--- src/rtl/countdown_timer_pkg.sv ---
// Shared types for the loadable countdown timer.
package countdown_timer_pkg;

  typedef enum logic [1:0] {
    IDLE = 2'd0,
    RUN  = 2'd1,
    HOLD = 2'd2
  } state_t;

endpackage

--- src/rtl/countdown_timer.sv ---
// Loadable down-counter with a one-cycle done pulse on expiry.
// Define COUNTDOWN_TIMER_AUTORELOAD_EN to restart from the last load value (periodic ticks).
module countdown_timer
  import countdown_timer_pkg::*;
#(
  parameter int WIDTH = 8
) (
  input  logic             clk,
  input  logic             rst,
  input  logic             load_valid,
  input  logic [WIDTH-1:0] load_value,
  output logic             load_ready,
  input  logic             pause,
  output logic [WIDTH-1:0] count,
  output logic             busy,
  output logic             done
);

  state_t           state_q;
  logic [WIDTH-1:0] count_q;
  logic             done_q;
`ifdef COUNTDOWN_TIMER_AUTORELOAD_EN
  logic [WIDTH-1:0] reload_q;
`endif

  always_ff @(posedge clk) begin
    if (rst) begin
      state_q <= IDLE;
      count_q <= '0;
      done_q  <= 1'b0;
`ifdef COUNTDOWN_TIMER_AUTORELOAD_EN
      reload_q <= '0;
`endif
    end else begin
      done_q <= 1'b0;
      unique case (state_q)
        IDLE: begin
          if (load_valid) begin
`ifdef COUNTDOWN_TIMER_AUTORELOAD_EN
            reload_q <= load_value;
`endif
            if (load_value != '0) begin
              count_q <= load_value;
              state_q <= pause ? HOLD : RUN;
            end else begin
              // A zero load expires immediately without leaving IDLE.
              count_q <= '0;
              done_q  <= 1'b1;
            end
          end
        end
        RUN: begin
          if (pause) begin
            state_q <= HOLD;
          end else if (count_q == WIDTH'(1)) begin
            done_q <= 1'b1;
`ifdef COUNTDOWN_TIMER_AUTORELOAD_EN
            count_q <= reload_q;
`else
            count_q <= '0;
            state_q <= IDLE;
`endif
          end else begin
            count_q <= count_q - WIDTH'(1);
          end
        end
        HOLD: begin
          // Resuming edge only returns to RUN; the next decrement is one cycle later.
          if (!pause) state_q <= RUN;
        end
        default: state_q <= IDLE;
      endcase
    end
  end

  assign load_ready = (state_q == IDLE);
  assign busy       = (state_q != IDLE);
  assign count      = count_q;
  assign done       = done_q;

endmodule

--- config.mk ---
export PLATFORM = sky130hd
export DESIGN_NAME = countdown_timer
export DESIGN_NICKNAME = d
export VERILOG_FILES = /design/src/rtl/countdown_timer_pkg.sv /design/src/rtl/countdown_timer.sv
export SDC_FILE = /design/constraint.sdc
export NUM_CORES = 1
export LEC_CHECK = 0
export CAP_MARGIN = 20
export CORE_MARGIN = 1
export CORE_UTILIZATION = 46
export DETAILED_ROUTE_END_ITERATION = 10
export PLACE_DENSITY_LB_ADDON = 0.2
export RECOVER_POWER = 50
export SYNTH_ARGS = -nofsm -noshare
export SYNTH_HDL_FRONTEND = slang
export SYNTH_SLANG_ARGS = --single-unit
--- constraint.sdc ---
create_clock -name clk -period 1.8 [get_ports clk]
set_input_delay 0.54 -clock clk [delete_from_list [all_inputs] [get_ports clk]]
set_output_delay 0.54 -clock clk [all_outputs]
set_load 0.02 [all_outputs]
Word-level counts from Yosys, hierarchy flattened
Cells that the tools add are included.

Muxes and demuxes: 17. Reductions and logical operators: 6. Add/sub/neg operators: 1. Equal/unequal tests: 8.

Operator list (count): $mux W8 (4); $pmux W8 S2 (1); $mux W2 (6); $eq A8 B1 Y1 const B (1); $reduce_bool A8 Y1 (1); $sub A8 B1 Y8 const B (1); $ne A2 B2 Y1 const B (3); $pmux W2 S3 (1); $mux W1 (4); $reduce_and A4 Y1 (1); $reduce_bool A2 Y1 (2); $ne A3 B3 Y1 const B (1); $reduce_and A3 Y1 (1); $eq A2 B1 Y1 const B (1); $eq A2 B2 Y1 const B (1); $logic_not A2 Y1 (1); $ne A2 B1 Y1 const B (1); $pmux W1 S2 (1).

Bits of input ports: 12. Output and inout port bits: 11. Logic and storage cells: 35. Bits in registers: 11.

Longest topological paths before layout
Gate-level depths: netlist (run 1).

Depth after elaboration: 4. Mapped depth: 6. Depth with buffers taken out: 6.

Worst setup path after synthesis (run 1)
OpenSTA, ideal clock, no wires.

Path type: register to register. Start point: register count_q[1] (netlist: count[1]). End point: register count_q[7] (netlist: count[7]). Required time: 1.726 ns. Stages on the path, launching flop included: 6. Slack: 0.163 ns. Period minus slack after synthesis: 1.637 ns. Arrival time: 1.563 ns. Cell sequence: dfxtp_1 > inv_1 > ha_1 > or4_1 > mux2_2 > a31oi_1.

Longest elaborated chain between the ends: 4. Elaborated cells between the ends (all ways): 5. Those cells by class: 1 x add/sub; 1 x eq/ne; 3 x mux.

RTL lines: from (decl) (RTL line countdown_timer.sv:20) `logic [WIDTH-1:0] count_q;`; from (signal assigned) (RTL line countdown_timer.sv:43) `count_q <= load_value;`; from (signal assigned) (RTL line countdown_timer.sv:64) `count_q <= count_q - WIDTH'(1);`; $sub A8 B1 Y8 / $eq A8 B1 Y1 (equally long branches) (RTL line countdown_timer.sv:64, countdown_timer.sv:55); $mux W8 (*) (RTL line countdown_timer.sv:55) `end else if (count_q == WIDTH'(1)) begin`; $mux W8 (*) (RTL line countdown_timer.sv:53) `if (pause) begin`; $pmux W8 S2 (*) (RTL line countdown_timer.sv:36) `unique case (state_q)`.

Every way passes the cells marked *; elsewhere a longest branch is shown, timed or not. The select of a mux whose other input is x is not followed. A chain may end at the register's enable or synchronous reset.

Worst setup path in the final report (run 1)
Start point: register done_q (netlist: done). End point: output port done.

RTL lines: from (decl) (RTL line countdown_timer.sv:21) `logic done_q;`; from (signal assigned) (RTL line countdown_timer.sv:30) `done_q <= 1'b0;`; from (signal assigned) (RTL line countdown_timer.sv:35) `done_q <= 1'b0;`; from (signal assigned) (RTL line countdown_timer.sv:48) `done_q <= 1'b1;`; to (decl) (RTL line countdown_timer.sv:16) `output logic done`.

No word-level cell between the ends.

==> results of run 1 <==
[synth_stat cells (2+ instances only)]
cell	number	area share
dfxtp_1	11	0.28
inv_1	8	0.038
nand2_1	8	0.038
a2bb2oi_1	6	0.067
nand3_1	6	0.038
nor2b_1	6	0.048
nand2b_1	5	0.040
nor2_1	5	0.024
a21oi_1	4	0.026
a21o_1	2	0.019
a22oi_1	2	0.019
a31oi_1	2	0.016
clkbuf_1	2	0.0096
ha_1	2	0.032
nor3_1	2	0.013
nor4_1	2	0.016
o21ai_0	2	0.013
o22ai_1	2	0.016
or4_1	2	0.019
[flip-flops by register name, summed over array words and instances (netlist names)]
register  count
count         8
state_q       2
done          1
[repair_timing]
action,in CTS,in global routing
buffers inserted,0,1
hold buffers,0,0
endpoints found under the hold margin,0,0
pin swaps,0,1
gates resized for setup,9,2
endpoints found under the setup margin,9,3
[cell families after synthesis]
family,after synthesis,share of synthesized area
AND/OR/NAND/NOR,40,0.3046
multiplexers,1,0.01435
AO/OA/AOI/OAI,32,0.2998
adder cells (fa/ha/maj),2,0.03189
flip-flops,11,0.2807
buffers and inverters,12,0.06858
[routing by layer]
| metal | part of all wire | GRT usage | vias up |
|---|---|---|---|
| li1 | - | - | 433 |
| met5 | 0 | 0 | - |
| met1 | 0.46 | 0.3514 | 404 |
| met4 | 0.027 | 0.1273 | 0 |
| met2 | 0.44 | 0.3701 | 47 |
| met3 | 0.080 | 0.02979 | 7 |
[path summary, 6_finish.rpt]
check	startpoint	end	slack [ns]	depth (start not counted)
max	done	done	0.08	1
min	count[1]	count[1]	0.51	2
max reg2reg	count[1]	count[0]	0.17	7
min reg2reg	count[1]	count[1]	0.51	2
[cell type report]
class / instances / area, sq um
clock buffer: 4 / 26.28
fill: 140 / 454.2
inverter: 8 / 30.03
multi-input combinational: 75 / 510.5
sequential: 11 / 221.5
tap: 16 / 20.02
timing repair buffer: 33 / 279.0
[power groups by stage]
stage	logic, uW	clock network, uW	registers [uW]
after floorplan	194	0	325
after global placement	363	0	298
after detailed placement	367	0	301
after CTS	354	177	295
after global routing	384	192	299
final	354	183	295
[metrics by stage]
stage                     instances  cell area (sq um)  setup TNS, ns
after global routing            147               1087              0
final                           147               1087              0
after global placement          142               1076        -0.1861
after detailed placement        142               1076        -0.2229
after CTS                       146               1091              0
after floorplan                  98              784.5              0
==> reports/results.ini, run 1 <==
[power]
design_power_total_uw = 831.3
pwr-share-seq = 0.354
switching_share = 0.3739
peakVddDrop_uv = 558.1
switching_power_uw = 310.8
power_density_nw_per_um2 = 764.6
p_int_uw = 520.5
p_leak_uw = 0.0004576
pwr-share-clk = 0.220
combPwrFrac = 0.426

[yosys]
syn-num-nets = 112
async_reset_ff_frac = 0
synth.avg_cell_area_sq_um = 8.005
yosysWarnings = 0
synth-seq-cells = 11
synth_cell_type_count = 38
syn_area_sq_um = 784.5
synth_ff_type = dfxtp_1
yosysSeqAreaShare = 0.2807
synth_edf_count = 0
postSynthCellCount = 98

[timing]
hold-worst-slack_ns = 0.5082
rsz0062_at_grt = false
worstMarginPinSlew_ns = 0.4239
report.final.slew_viol_count = 0
setup_ws_ns = 0.07750
fmax_mhz = 580.6
relSlewSlack = 0.7168
hold_viol_final = 0
finalClockSkew_ns = 0.002120
final-setup-viol-count = 0
fin_crit_ns = 1.723
min_period_over_period = 0.9569

[grt]
grtUsageTotal = 0.2500
grt_pass1_vias = 796
antenna_found_initial = 0
grt_overflow_total = 0
grt_first_pass_wirelength_mm = 3.532
grt_max_degree = 12

[finish]
drive_gt1_frac = 0.1298
antenna_cells = 0
layout_commonest_cell = clkdlybuf4s50_1
layout_common_cells = clkdlybuf4s50_1, dfxtp_1, dlygate4sd2_1, buf_4
finish.utilization = 0.7054
layout.nets = 146
area_growth_pct = 38.60

[worst_setup_path]
path_buf_inv = 1
slowest_delay_ns = 0.59
worst_path_max_delay_cell = clkdlybuf4s50_1
crit_path_max_fanout = 1
cp-end-kind = output port
cp-start-kind = flop
cp_data_required_time_ns = 1.26
critical_path_class = flop to output port
crit_family = buffers and inverters
cp.arrival_ns = 1.18
critical_path.cell_chain = clkdlybuf4s50_1

[placed_design]
place_ws_ns = -0.1816
hpwlAfterDp_mm = 1.577
port_buffers = 22
gp_congestion = 0.8459

[clocking]
tritoncts = yes
clk_pin_slew_ns = 0.08
htreeDepth = 1
clock_latency_ns = 0.28
clockBufferDepth = 2
cts_buffers = 3
numClockSinks = 11
root_buffer = clkbuf_4

[die]
rows = 14
fp.dieW_um = 43.30
start_util = 0.5089
io_pins = 23
die_area_sq_um = 1874
die_y_um = 43.30
core_sq_um = 1541

[run_status]
status = finished clean

[job]
maxCapViolations = 0

[route]
routed_wl_mm = 2.120
antenna_left = 0
wire_per_inst_um = 14.42
drc = 0
initialDrtViolationCount = 38
vias_per_cell = 6.061
vias = 891
first_pass_iters = 4

[hold_path]
hp-class = flop to flop

Power figures use the tool's default switching activity.
==> run 2, diff against run 1 <==
==> constraint.sdc (replaced) <==
create_clock -name clk -period 1.73 [get_ports clk]
set_input_delay 0.519 -clock clk [delete_from_list [all_inputs] [get_ports clk]]
set_output_delay 0.519 -clock clk [all_outputs]
set_load 0.02 [all_outputs]
==> reports/results.ini, run 2 (synthesis results as in run 1) <==
[clocking]
htreeDepth = 1
clock_latency_ns = 0.27
cts_buffers = 3
tritoncts = yes
clk_pin_slew_ns = 0.08
numClockSinks = 11
clockBufferDepth = 2
root_buffer = clkbuf_4
cts_setup_buffers = 0

[worst_setup_path]
timing.rr.start = count[1]
critical_path_class = flop to flop
r2r_slack_ns = 0.05
crit_path_max_fanout = 8
cp-end-kind = flop
cp-start-kind = flop
cp_data_required_time_ns = 1.91
r2r_cells = 7
r2r-end = count[0]
cp.arrival_ns = 1.86

[timing]
rsz0062_at_grt = false
fin_crit_ns = 1.683
fmax_mhz = 594.2
hold_viol_final = 0
setup_ws_ns = 0.04718
worstMarginPinSlew_ns = 0.4315
hold-worst-slack_ns = 0.5412
min_period_over_period = 0.9727
finalClockSkew_ns = 0.003445
relSlewSlack = 0.7118
final-setup-viol-count = 0
report.final.slew_viol_count = 0

[placed_design]
gp_congestion = 0.8744
port_buffers = 22
place_ws_ns = -0.2574
hpwlAfterDp_mm = 1.692

[finish]
layout_common_cells = buf_4, dfxtp_1, clkdlybuf4s50_1
drive_gt1_frac = 0.1791
antenna_cells = 0
area_growth_pct = 42.90
layout_commonest_cell = buf_4
layout.nets = 149
largest_register_ffs = 8

[grt]
grt_first_pass_wirelength_mm = 3.684
grt_max_degree = 12
antenna_found_initial = 0
grt_overflow_total = 0
grt_pass1_vias = 832
grtUsageTotal = 0.2606

[power]
p_leak_uw = 0.0004874
peakVddDrop_uv = 539.9
power_density_nw_per_um2 = 785.9
design_power_total_uw = 881.1

[die]
start_util = 0.5089
io_pins = 23
die_y_um = 43.30
fp.dieW_um = 43.30
die_area_sq_um = 1874
core_sq_um = 1541
rows = 14

[route]
wire_per_inst_um = 15.17
antenna_left = 0
vias_per_cell = 6.127
vias = 919
routed_wl_mm = 2.275
drc = 0
first_pass_iters = 4
initialDrtViolationCount = 41

[hold_path]
min_from = count[7]
whs_endpoint = count[7]
hp-class = flop to flop
worst_hold_path.num_cells = 2

[run_status]
status = finished clean

[job]
maxCapViolations = 0

run 2: area by class of cell:
type,instances,area (sq um)
timing repair buffer,36,296.5
tap,16,20.02
inverter,8,30.03
sequential,11,220.2
multi-input combinational,75,526.8
fill,138,420.4
clock inverter,1,5.005
clock buffer,3,22.52
run 2: layer usage:
metal | wire length [um] | vias up | GRT usage
met1 | 997 | 421 | 0.3359
met2 | 1070 | 51 | 0.4269
met4 | 30 | 0 | 0.07879
met3 | 176 | 7 | 0.05957
met5 | 0 | - | 0
li1 | - | 440 | -
run 2: worst max path at each step:
stage | startpoint | endpoint | slack [ns] | cells past startpoint
detailed placement | pause | count[7] | -0.26 | 5
global placement | pause | count[7] | -0.20 | 5
finish | count[1] | count[0] | 0.05 | 7
floorplan | count[1] | count[7] | 0.09 | 5
global route | count[1] | count[0] | 0.02 | 7
CTS | count[3] | count[3] | 0.001 | 1
run 2: through the flow:
step           cell area [sq um]    util  setup TNS [ns]  cells
2_1_floorplan              784.5       -               0     98
3_3_place_gp                1106  0.7175         -0.4603    146
3_5_place_dp                1106  0.7175         -0.6868    146
4_1_cts                     1124  0.7289               0    150
5_1_grt                     1121  0.7273               0    150
6_report                    1121  0.7273               0    150
run 2: critical path, cell delays in order, from the launching register on:
cell,delay [ns]
dfxtp_1,0.35
inv_1,0.06
ha_1,0.20
nand2b_1,0.15
nor4b_4,0.07
buf_4,0.17
o311a_1,0.34
a211oi_1,0.25
run 2: power by group:
part	internal (uW)	leakage (uW)	switching (uW)
clock network	85.7	0.0000177	101
registers	278	0.0000904	22.0
logic	183	0.000379	211
run 2: repair_timing:
item	CTS	global route
hold endpoints to repair	0	0
endpoints found under the setup margin	8	6
hold buffers	0	0
resized for setup	8	8
pin swaps	0	1
==> run 3, diff against run 2 <==
--- a/config.mk
+++ b/config.mk
@@ -8,6 +8,7 @@
 export CAP_MARGIN = 20
 export CORE_MARGIN = 1
 export CORE_UTILIZATION = 46
+export CTS_CLUSTER_DIAMETER = 50
 export DETAILED_ROUTE_END_ITERATION = 10
 export PLACE_DENSITY_LB_ADDON = 0.2
 export RECOVER_POWER = 50
==> results of run 3 <==
Final layout, timing and power as in run 2 (identical DEF).
